<file path="src/rtl/uart_tx_serializer_if.sv">
// Byte handshake between the tx buffer and the serializer, plus the serial line itself.
// The buffer side drives tx_start/tx_data; the serializer drives tx_busy and tx.
interface uart_tx_if;
  logic       tx_start;
  logic [7:0] tx_data;
  logic       tx_busy;
  logic       tx;

  modport master (output tx_start, tx_data, input tx_busy, tx);
  modport slave  (input tx_start, tx_data, output tx_busy, tx);
endinterface

</file>
<file path="src/rtl/uart_tx_serializer.sv">
// UART transmitter: start bit, 8 data bits LSB first, optional parity, 1-2 stop bits.
// Start bit appears on tx the cycle after acceptance; tx_start is dropped while tx_busy.
module uart_tx_serializer #(
  parameter int CLK_HZ    = 50000000,
  parameter int BAUD      = 115200,
  parameter int PARITY    = 0,
  parameter int STOP_BITS = 1
) (
  input  logic     clk,
  input  logic     rst,
  uart_tx_if.slave bus
);

  localparam int CLKS_PER_BIT = CLK_HZ / BAUD;
  localparam int CW = (CLKS_PER_BIT > 1) ? $clog2(CLKS_PER_BIT) : 1;
  localparam logic [CW-1:0] BIT_LAST = CW'(CLKS_PER_BIT - 1);
  localparam logic STOP_LAST = (STOP_BITS == 2);

  generate
    if (CLKS_PER_BIT < 2) begin : g_bad_baud
      $error("uart_tx_serializer: CLKS_PER_BIT must be at least 2");
    end
    if (PARITY < 0 || PARITY > 2) begin : g_bad_parity
      $error("uart_tx_serializer: PARITY must be 0, 1 or 2");
    end
    if (STOP_BITS != 1 && STOP_BITS != 2) begin : g_bad_stop
      $error("uart_tx_serializer: STOP_BITS must be 1 or 2");
    end
  endgenerate

  typedef enum logic [2:0] {
    S_IDLE,
    S_START,
    S_DATA,
    S_PARITY,
    S_STOP
  } state_t;

  state_t        state;
  state_t        state_nxt;
  logic [CW-1:0] baud_cnt;
  logic [2:0]    bit_idx;
  logic          stop_idx;
  logic [7:0]    shift_reg;
  logic          par_bit;
  logic          tx_q;
  logic          tx_nxt;
  logic          tx_busy;
  logic          bit_end;
  logic          accept;

  assign bit_end = (baud_cnt == BIT_LAST);
  assign accept  = bus.tx_start && (state == S_IDLE);

  always_ff @(posedge clk) begin
    if (rst) begin
      state <= S_IDLE;
    end else begin
      state <= state_nxt;
    end
  end

  always_comb begin
    state_nxt = state;
    case (state)
      S_IDLE:   if (bus.tx_start) state_nxt = S_START;
      S_START:  if (bit_end) state_nxt = S_DATA;
      S_DATA: begin
        if (bit_end && bit_idx == 3'd7) begin
          state_nxt = (PARITY != 0) ? S_PARITY : S_STOP;
        end
      end
      S_PARITY: if (bit_end) state_nxt = S_STOP;
      S_STOP:   if (bit_end && stop_idx == STOP_LAST) state_nxt = S_IDLE;
      default:  state_nxt = S_IDLE;
    endcase
  end

  // tx is registered, so pick the bit that the *next* state will be sending.
  always_comb begin
    tx_nxt  = 1'b1;
    tx_busy = !rst && ((state != S_IDLE) || bus.tx_start);
    case (state_nxt)
      S_START:  tx_nxt = 1'b0;
      S_DATA:   tx_nxt = (state == S_DATA && bit_end) ? shift_reg[1] : shift_reg[0];
      S_PARITY: tx_nxt = par_bit;
      default:  tx_nxt = 1'b1;
    endcase
  end

  always_ff @(posedge clk) begin
    if (rst) begin
      baud_cnt  <= '0;
      bit_idx   <= '0;
      stop_idx  <= 1'b0;
      shift_reg <= '0;
      par_bit   <= 1'b0;
      tx_q      <= 1'b1;
    end else begin
      tx_q <= tx_nxt;
      if (state == S_IDLE || bit_end) begin
        baud_cnt <= '0;
      end else begin
        baud_cnt <= baud_cnt + CW'(1);
      end
      if (accept) begin
        shift_reg <= bus.tx_data;
        par_bit   <= (PARITY == 1) ? ~^bus.tx_data : ^bus.tx_data;
      end
      if (state == S_DATA && bit_end) begin
        shift_reg <= {1'b0, shift_reg[7:1]};
        bit_idx   <= bit_idx + 3'd1;
      end
      if (state == S_STOP && bit_end) begin
        stop_idx <= (stop_idx == STOP_LAST) ? 1'b0 : 1'b1;
      end
    end
  end

  assign bus.tx      = tx_q;
  assign bus.tx_busy = tx_busy;

endmodule

</file>
<file path="src/flat_wrapper.sv">
// flat-port wrapper written by rule: the top's interface ports become plain ports
module uart_tx_serializer_flat 
#(
  parameter int CLK_HZ    = 50000000,
  parameter int BAUD      = 115200,
  parameter int PARITY    = 0,
  parameter int STOP_BITS = 1
)
  (clk, rst, bus_tx_start, bus_tx_data, bus_tx_busy, bus_tx);
  uart_tx_if bus_i ();
  input  logic clk;
  input  logic rst;
  input wire logic [$bits(bus_i.tx_start)-1:0] bus_tx_start;
  input wire logic [$bits(bus_i.tx_data)-1:0] bus_tx_data;
  output wire logic [$bits(bus_i.tx_busy)-1:0] bus_tx_busy;
  output wire logic [$bits(bus_i.tx)-1:0] bus_tx;
  assign bus_i.tx_start = bus_tx_start;
  assign bus_i.tx_data = bus_tx_data;
  assign bus_tx_busy = bus_i.tx_busy;
  assign bus_tx = bus_i.tx;
  uart_tx_serializer #(.CLK_HZ(CLK_HZ), .BAUD(BAUD), .PARITY(PARITY), .STOP_BITS(STOP_BITS)) u_core (.clk(clk), .rst(rst), .bus(bus_i));
endmodule
</file>
<file path="config.mk">
export PLATFORM = sky130hd
export DESIGN_NAME = uart_tx_serializer_flat
export DESIGN_NICKNAME = d
export VERILOG_FILES = /design/src/rtl/uart_tx_serializer_if.sv /design/src/rtl/uart_tx_serializer.sv /design/src/flat_wrapper.sv
export SDC_FILE = /design/constraint.sdc
export NUM_CORES = 1
export LEC_CHECK = 0
export CORE_ASPECT_RATIO = 0.6
export CORE_MARGIN = 5
export CORE_UTILIZATION = 39
export CTS_CLUSTER_DIAMETER = 80
export DETAILED_ROUTE_END_ITERATION = 6
export PLACE_DENSITY = 0.62
export RECOVER_POWER = 50
export SLEW_MARGIN = 20
export SYNTH_ARGS = -nofsm -noshare
export SYNTH_HDL_FRONTEND = slang
export SYNTH_SLANG_ARGS = --single-unit
</file>
<file path="constraint.sdc">
create_clock -name clk -period 3.6 [get_ports clk]
set_input_delay 0.72 -clock clk [delete_from_list [all_inputs] [get_ports clk]]
set_output_delay 0.72 -clock clk [all_outputs]
set_load 0.1 [all_outputs]
</file>
==> run summary, run 1 <==
clock latency on the worst-skew pair -> 0.27 ns
Seq cells post-synth -> 25
P_leak -> 0.483 nW
die height -> 52.6 um
Synth Flop Type -> dfxtp_1
die area -> 4270 um2
Clock Skew -> 0.00763 ns
GRT Residual Overflow -> 0
vias in the first global route -> 885
Pwr Total -> 0.535 mW
core box area -> 2890 um2
Setup CP Type -> in2out
max reg flops -> 9
FFs w/ async S/R, synth -> 0%
Rows -> 15
share of cells above drive strength 1 -> 4.67%
# DRC -> 0
Num CTS Buffers -> 3
Max Root-Sink Buffers -> 2
Hold Buf Count CTS -> 0
Setup violations, final -> 0
synthesized area per cell -> 8.56 um2
initial DRC count -> 77
final number of max-transition violations -> 0
Mapped Cells -> 138
Util after Layout -> 47.5%
crit path DAT -> 1.77 ns
DP Cell Count -> 188
die width -> 81.0 um
Layout Area Growth over Synthesis -> 16.2%
mapped cell area -> 1180 um2
Root Driver -> clkbuf_8
routed length on met1 -> 1310 um
power density over cell area -> 390 nW/um2
routability cong. -> 0.773
number of post-CTS setup repair buffers -> 0
top sig layer -> met4
post-CTS sizing -> 0
peak supply drop -> 0.152 mV
net count after synthesis -> 153
post-synthesis sequential area ratio -> 42.4%
R2R setup slack -> 1.44 ns
fin crit period -> 2.49 ns
count leader, synth -> dfxtp_1
largest net degree at the start of global routing -> 19
RSZ-0062 raised after global routing -> no
via count -> 959
TNS Setup -> 0 ns
period utilization -> 69.1%
crit end category -> primary output
Worst Tran Pin Value -> 0.961 ns
number of nets with antenna violations after routing -> 0
status -> finished, final reports clean
Vias/cell -> 4.99
CTS sink count -> 25
Synth top cells by count -> 25 x dfxtp_1, 23 x nor2_1, 18 x nand2_1, 12 x xnor2_1
Slew HR -> 35.7%
DR pass1 iterations -> 4
Wirelength per Cell -> 12.7 um
Worst Hold Slack -> 0.480 ns
Worst EP required -> 2.88 ns
met3 WL -> 95 um
dpl hpwl -> 1760 um
f_max -> 402 MHz
CP Launch Type -> input pin
maxcap violations -> 0
post-layout instance count excluding filler cells -> 192
ANT cells -> 0
Total GRT Usage -> 13.1%
Hold WC Path Type -> reg2reg
initial antenna violation count -> 0
Synth top area share -> 42.4%
Post-synth EDFFs -> 0
Port Buffers -> 12
TritonCTS clock tree -> yes
first-pass GRT wire length -> 4140 um
leading area contributor after synthesis -> dfxtp_1
critical path fanouts, max -> 18
Ports -> 13
final hold vios -> 0
final wirelength -> 2440 um
# nets final -> 166
met2 WL -> 1010 um
synth top area cells -> dfxtp_1 42%, xnor2_1 8.9%, nor2_1 7.3%
synth warn -> 0
H-tree depth -> 1
Worst-path clk slew -> 0.08 ns
synth unique cells -> 32
initial core utilization -> 40.9%
==> metal layers <==
layer  vias up  GRT usage [%]
met2        26           18.1
met3         4           4.81
met4         0           4.78
met5         -              0
li1        497              -
met1       432           18.2
==> cells in the final DEF, fill, tap and decap left out, drive strengths merged <==
cell | netlist | final
a211oi | 2 | 2
a21oi | 7 | 7
a22oi | 2 | 2
a311oi | 4 | 4
a31oi | 1 | 1
a32o | 1 | 1
a41oi | 1 | 1
and2 | 2 | 2
and4b | 1 | 1
and4bb | 1 | 1
buf | 3 | 2
clkbuf | 2 | 3
clkdlybuf4s50 | 0 | 10
clkinv | 0 | 1
dfxtp | 25 | 25
dlygate4sd3 | 0 | 1
ha | 4 | 4
inv | 4 | 4
mux2i | 1 | 1
nand2 | 18 | 18
nand2b | 2 | 2
nand3 | 7 | 7
nand3b | 1 | 1
nand4 | 1 | 1
nor2 | 23 | 23
nor2b | 1 | 1
nor3 | 3 | 3
nor3b | 2 | 2
o211ai | 1 | 1
o31ai | 1 | 1
or3 | 1 | 1
or3b | 1 | 1
xnor2 | 12 | 12
xor2 | 3 | 3
==> area by class of cell <==
cell class / instances / area (um2)
timing repair buffer: 13 / 125
inverter: 4 / 15.0
fill: 300 / 1520
multi-input combinational: 104 / 633
clock inverter: 1 / 5.00
sequential: 25 / 500
tap: 42 / 52.6
clock buffer: 3 / 41.3
==> through the flow <==
stage | setup slack (ns) | area (um2)
floorplan | 0.319 | 1180
global placement | 1.14 | 1340
detailed placement | 1.13 | 1340
CTS | 1.13 | 1380
global route | 1.07 | 1370
finish | 1.11 | 1370
==> critical path, stage by stage <==
cell,delay [ns]
clkdlybuf4s50_1,0.39
buf_4,0.19
a21oi_1,0.14
buf_4,0.31
==> cell families (layout without fill, tap and decap cells) <==
group           after synthesis  count (layout)  share of synthesized area (%)
simple gates                 64              64                           25.7
flops                        25              25                           42.4
compound gates               20              20                           12.5
xor+xnor                     15              15                           11.1
buf+inv                       9              21                           3.18
fa+ha+maj                     4               4                           4.24
mux                           1               1                          0.847
==> path summary, 6_finish.rpt <==
kind | startpoint | endpoint | depth (start not counted)
setup / recovery | rst | bus_tx_busy | 4
hold / removal | u_core.shift_reg[5]$_SDFFE_PP0P_ | u_core.shift_reg[5]$_SDFFE_PP0P_ | 2
setup reg to reg | u_core.baud_cnt[0]$_SDFF_PP0_ | u_core.bus.tx$_SDFF_PP1_ | 6
hold reg to reg | u_core.shift_reg[5]$_SDFFE_PP0P_ | u_core.shift_reg[5]$_SDFFE_PP0P_ | 2
==> report_power, final <==
group	internal, mW	switching (mW)
registers	0.287	0.00678
logic	0.0322	0.0434
clock network	0.0774	0.0883
total	0.396	0.139
(Power assumes the default switching activity.)
==> run 2: changes to the inputs <==
- clock period: 3.6 -> 2.55 ns (I/O delays scaled with it)
==> run 2 against run 1 <==
Net effect:
- total power rose by 42%
- clock power grew 40%
- first-iteration DRC count up 32%
- hold slack got worse by 0.0081 ns
- critical path depth is 1 lower
- final cell count increased by 1.0%
- non-clock buffer count rose by 2
- wire length rose by 3.4%
- largest cell class unchanged
- highest routed layer unchanged
==> run summary, run 2 (synthesized netlist as in run 1, its figures left out) <==
# nets final -> 168 (+1.2%)
share of cells above drive strength 1 -> 5.26% (+0.60 points)
TNS Setup -> 0 ns (unchanged)
DP Cell Count -> 190 (+1.1%)
Setup violations, final -> 0 (unchanged)
number of nets with antenna violations after routing -> 0 (unchanged)
Port Buffers -> 12 (unchanged)
GRT Residual Overflow -> 0 (unchanged)
initial core utilization -> 40.9% (unchanged)
placed inst area -> 1370 um2 (+2.2%)
FF-to-FF Start -> u_core.baud_cnt[1]$_SDFF_PP0_
Total GRT Usage -> 13.6% (+0.56 points)
number of post-CTS setup repair buffers -> 0 (unchanged)
core box area -> 2890 um2 (unchanged)
via count -> 990 (+3.2%)
DR pass1 iterations -> 4 (unchanged)
Setup CP Type -> in2out
Hold Buf Count CTS -> 0 (unchanged)
die height -> 52.6 um (unchanged)
Clock Skew -> 0.00212 ns (-0.00551 ns)
Layout Area Growth over Synthesis -> 17.9%
leading cell types in the layout, fill and taps excluded -> 25 x dfxtp_1, 23 x nor2_1, 18 x nand2_1, 12 x xnor2_1, 10 x clkdlybuf4s50_1
status -> finished, final reports clean
CTS sink count -> 25 (unchanged)
Slew HR -> 22.5% (-13 points)
vias in the first global route -> 965 (+9.0%)
initial antenna violation count -> 0 (unchanged)
maxcap violations -> 0 (unchanged)
post-layout instance count excluding filler cells -> 194 (+1.0%)
final number of max-transition violations -> 0 (unchanged)
max reg flops -> 9 (unchanged)
first-pass GRT wire length -> 4390 um (+6.0%)
P_leak -> 0.486 nW (+0.71%)
die area -> 4270 um2 (unchanged)
Critical Path Start -> rst
period utilization -> 79.7%
Worst EP required -> 2.04 ns (-0.84 ns)
dpl hpwl -> 1870 um (+6.8%)
CP Launch Type -> input pin
crit path DAT -> 1.52 ns (-0.25 ns)
Worst Hold Slack -> 0.471 ns (-0.00812 ns)
H-tree depth -> 1 (unchanged)
clock latency on the worst-skew pair -> 0.27 ns (about the same)
power density over cell area -> 544 nW/um2 (+40%)
Num CTS Buffers -> 3 (unchanged)
post-route setup slack -> 0.518 ns (-0.595 ns)
initial DRC count -> 102 (+32%)
Hold WC Path Type -> reg2reg
Root Driver -> clkbuf_8
final wirelength -> 2520 um (+3.4%)
crit end category -> primary output
post-route cell area -> 1390 um2 (+1.5%)
Worst Hold Launch -> u_core.shift_reg[7]$_SDFFE_PP0P_
RSZ-0062 raised after global routing -> no
post-CTS sizing -> 0 (unchanged)
# DRC -> 0 (unchanged)
Worst-path clk slew -> 0.08 ns (about the same)
Vias/cell -> 5.10 (+2.2%)
fin crit period -> 2.03 ns
die width -> 81.0 um (unchanged)
ANT cells -> 0 (unchanged)
routability cong. -> 0.743 (-4.0%)
Max Root-Sink Buffers -> 2 (unchanged)
largest net degree at the start of global routing -> 15 (-4)
Worst Tran Pin Value -> 1.17 ns (+0.207 ns)
Place WS -> 0.488 ns (-0.646 ns)
final hold vios -> 0 (unchanged)
most common cell after layout, fill and taps aside -> dfxtp_1
Ports -> 13 (unchanged)
critical path fanouts, max -> 8 (-10)
TritonCTS clock tree -> yes
f_max -> 492 MHz
peak supply drop -> 0.261 mV (+72%)
Rows -> 15 (unchanged)
Wirelength per Cell -> 13.0 um (+2.3%)
## run 2: cell count changes in the layout (fill, tap and decap cells not counted), sizes merged
cell / previous run / this run
clkbuf: 3 / 6
clkinv: 1 / 0
buf: 2 / 3
dlygate4sd3: 1 / 0
## run 2: final timing paths
kind	to	slack, ns	depth (start not counted)
worst min-delay path	u_core.shift_reg[7]$_SDFFE_PP0P_	0.47	2
worst max-delay path	bus_tx_busy	0.52	3
worst min register to register	u_core.shift_reg[7]$_SDFFE_PP0P_	0.47	2
worst max register to register	u_core.shift_reg[3]$_SDFFE_PP0P_	0.54	7
## run 2: final cells by class
cell class	count	area, um2
fillers	297	1500
multi-input cells	104	637
flip-flops and latches	25	500
repair buffers	15	143
well taps	42	52.6
clock buffers	4	45.0
inverters	4	15.0
## run 2: per-layer routing
| metal | part of all wire, % | track usage, % | wire length, um | up-vias |
|---|---|---|---|---|
| li1 | - | - | - | 502 |
| met1 | 52 | 17.4 | 1300 | 467 |
| met2 | 43 | 21.0 | 1090 | 19 |
| met3 | 4.5 | 4.98 | 114 | 2 |
| met4 | 0.56 | 5.06 | 14 | 0 |
| met5 | 0 | 0 | 0 | - |
## run 2: report_power, final
| group | internal, mW | total (mW) | switching, mW |
|---|---|---|---|
| Sequential | 0.405 | 0.414 | 0.00938 |
| Clock | 0.112 | 0.233 | 0.121 |
| Combinational | 0.0482 | 0.111 | 0.0627 |
| Total | 0.565 | 0.757 | 0.193 |
## run 2: metrics by stage
step / utilization [%] / total power, mW
after floorplan: - / 0.495
after global placement: 47.2 / 0.533
after detailed placement: 47.2 / 0.535
after CTS: 48.8 / 0.766
after global routing: 48.2 / 0.795
final: 48.2 / 0.757
## run 2: critical path: stages
cell and delay (ns):
clkdlybuf4s50_1 0.58, a21oi_2 0.24, buf_12 0.20
==> run 3: changes to the inputs <==
- clock period: 2.55 -> 2 ns (I/O delays scaled with it)
==> run 3 against run 2 <==
Net effect:
- hold slack better by 0.00080 ns
- first-iteration DRC count fell by 50%
- critical endpoint is now u_core.bus.tx$_SDFF_PP1_
- critical path type is now reg2reg
- sequential share of layout area fell by 0.91 points
- non-clock buffer count is 2 higher
- via count fell by 1.8%
- total power increased by 28%
- worst setup slack worse by 0.31 ns
- largest power group unchanged
- final cell count is 1.0% higher
- count of clock-buffer cells in the layout is 1 lower
- highest routed layer unchanged
- register-to-register slack lost 0.34 ns
- clock power up 28%
- core utilization grew 1.3 points
==> run summary, run 3 (synthesized netlist as in run 1, its figures left out) <==
most frequent cell on the critical path -> ha_1
peak supply drop -> 0.392 mV (+50%)
Crit-path slowest cell -> or3b_1
CP bufs+invs -> 0 (-2)
core box area -> 2890 um2 (unchanged)
RSZ-0062 raised after global routing -> no
Num CTS Buffers -> 3 (unchanged)
placed inst area -> 1390 um2 (+1.6%)
Place WS -> 0.215 ns (-0.273 ns)
Rows -> 15 (unchanged)
crit path DAT -> 2.01 ns (+0.49 ns)
FF-to-FF Start -> u_core.bit_idx[0]$_SDFFE_PP0P_
initial antenna violation count -> 0 (unchanged)
R2R Path End -> u_core.bus.tx$_SDFF_PP1_
leading cell types in the layout, fill and taps excluded -> 25 x dfxtp_1, 23 x nor2_1, 18 x nand2_1, 12 x xnor2_1, 10 x clkdlybuf4s50_1
final hold vios -> 0 (unchanged)
routability cong. -> 0.814 (+9.7%)
WHS Path Cells -> 2 (unchanged)
initial core utilization -> 40.9% (unchanged)
Worst Hold Launch -> u_core.bit_idx[1]$_SDFFE_PP0P_
max reg flops -> 9 (unchanged)
clock latency on the worst-skew pair -> 0.27 ns (about the same)
Layout Area Growth over Synthesis -> 21.0%
P_leak -> 0.506 nW (+4.1%)
vias in the first global route -> 932 (-3.4%)
critical path fanouts, max -> 3 (-5)
Root Driver -> clkbuf_8
Hold WC Path Type -> reg2reg
largest net degree at the start of global routing -> 15 (unchanged)
initial DRC count -> 51 (-50%)
Ports -> 13 (unchanged)
Critical Path Start -> u_core.bit_idx[0]$_SDFFE_PP0P_
Hold Buf Count CTS -> 0 (unchanged)
largest stage delay on the critical path -> 0.37 ns (-0.21 ns)
most common cell after layout, fill and taps aside -> dfxtp_1
Vias/cell -> 4.96 (-2.8%)
power density over cell area -> 681 nW/um2 (+25%)
share of cells above drive strength 1 -> 9.09% (+3.8 points)
die height -> 52.6 um (unchanged)
Setup violations, final -> 0 (unchanged)
reg2reg path depth -> 7 (unchanged)
Wirelength per Cell -> 12.7 um (-2.2%)
Worst Tran Pin Value -> 0.539 ns (-0.629 ns)
die area -> 4270 um2 (unchanged)
final number of max-transition violations -> 0 (unchanged)
post-route setup slack -> 0.203 ns (-0.315 ns)
Clock Skew -> 0.0121 ns (+0.00994 ns)
Max Root-Sink Buffers -> 2 (unchanged)
Worst Hold Slack -> 0.472 ns (+0.000804 ns)
ANT cells -> 0 (unchanged)
post-CTS sizing -> 0 (unchanged)
Worst EP required -> 2.22 ns (+0.18 ns)
critical-path cell list -> ha_1 > ha_1 > or3b_1 > a41oi_2 > o211ai_1 > a32o_1 > nand3b_1
Pwr Total -> 0.972 mW (+28%)
Worst Hold End -> u_core.bit_idx[1]$_SDFFE_PP0P_
Total GRT Usage -> 13.5% (-0.17 points)
final wirelength -> 2490 um (-1.2%)
R2R setup slack -> 0.20 ns (-0.34 ns)
TritonCTS clock tree -> yes
fin crit period -> 1.80 ns
family with the most delay on the worst path -> compound AO/OA/AOI/OAI gates
GRT Residual Overflow -> 0 (unchanged)
period utilization -> 89.9%
Worst-path clk slew -> 0.09 ns (about the same)
post-route cell area -> 1430 um2 (+2.6%)
via count -> 972 (-1.8%)
# nets final -> 170 (+1.2%)
crit end category -> flip-flop
Port Buffers -> 12 (unchanged)
TNS Setup -> 0 ns (unchanged)
post-layout instance count excluding filler cells -> 196 (+1.0%)
CP Launch Type -> flip-flop
DR pass1 iterations -> 4 (unchanged)
CTS sink count -> 25 (unchanged)
number of nets with antenna violations after routing -> 0 (unchanged)
dpl hpwl -> 1920 um (+2.5%)
# DRC -> 0 (unchanged)
f_max -> 556 MHz
die width -> 81.0 um (unchanged)
maxcap violations -> 0 (unchanged)
DP Cell Count -> 192 (+1.1%)
first-pass GRT wire length -> 4350 um (-0.80%)
number of post-CTS setup repair buffers -> 0 (unchanged)
status -> finished, final reports clean
H-tree depth -> 1 (unchanged)
Slew HR -> 64.1% (+42 points)
Util after Layout -> 49.4% (+1.3 points)
Setup CP Type -> reg2reg
## run 3: changes by cell type in the layout (fill, tap and decap cells not counted)
| cell | change |
|---|---|
| a21oi_4 | +1 |
| buf_4 | +3 |
| clkinv_2 | +1 |
| clkbuf_1 | -3 |
| a21oi_2 | -1 |
| a41oi_2 | +1 |
| clkbuf_2 | +1 |
| a41oi_1 | -1 |
## run 3: report_power, final
part           internal [mW]  switching (mW)  leakage (nW)
registers              0.516          0.0118         0.204
logic                 0.0650          0.0822         0.277
clock network          0.139           0.158        0.0255
## run 3: worst max-delay path by stage
stage / to / cells after the start
2_1_floorplan: bus_tx_busy / 3
6_report: u_core.bus.tx$_SDFF_PP1_ / 7
4_1_cts: u_core.bus.tx$_SDFF_PP1_ / 7
3_5_place_dp: u_core.bus.tx$_SDFF_PP1_ / 7
3_3_place_gp: u_core.bus.tx$_SDFF_PP1_ / 5
5_1_grt: u_core.baud_cnt[3]$_SDFF_PP0_ / 6
## run 3: routing by layer
layer  up-vias  wire length [um]  track usage, %
met5         -                 0               0
met4         0                10            3.37
met3         2               130            4.81
met2        21              1090            19.9
met1       444              1260            18.4
li1        505                 -               -
## run 3: final cells by class
type	count	area, um2
fill	274	1460
tap	42	52.6
sequential	25	500
timing repair buffer	17	163
clock inverter	1	5.00
multi-input combinational	104	652
clock buffer	3	41.3
inverter	4	15.0
## run 3: tightest hold or removal path, delay by kind of cell, from the launching register on
kind,cells,cell delay (ns)
AO/OA/AOI/OAI,1,0.05
AND/OR/NAND/NOR,1,0.05
flip-flops,1,0.33
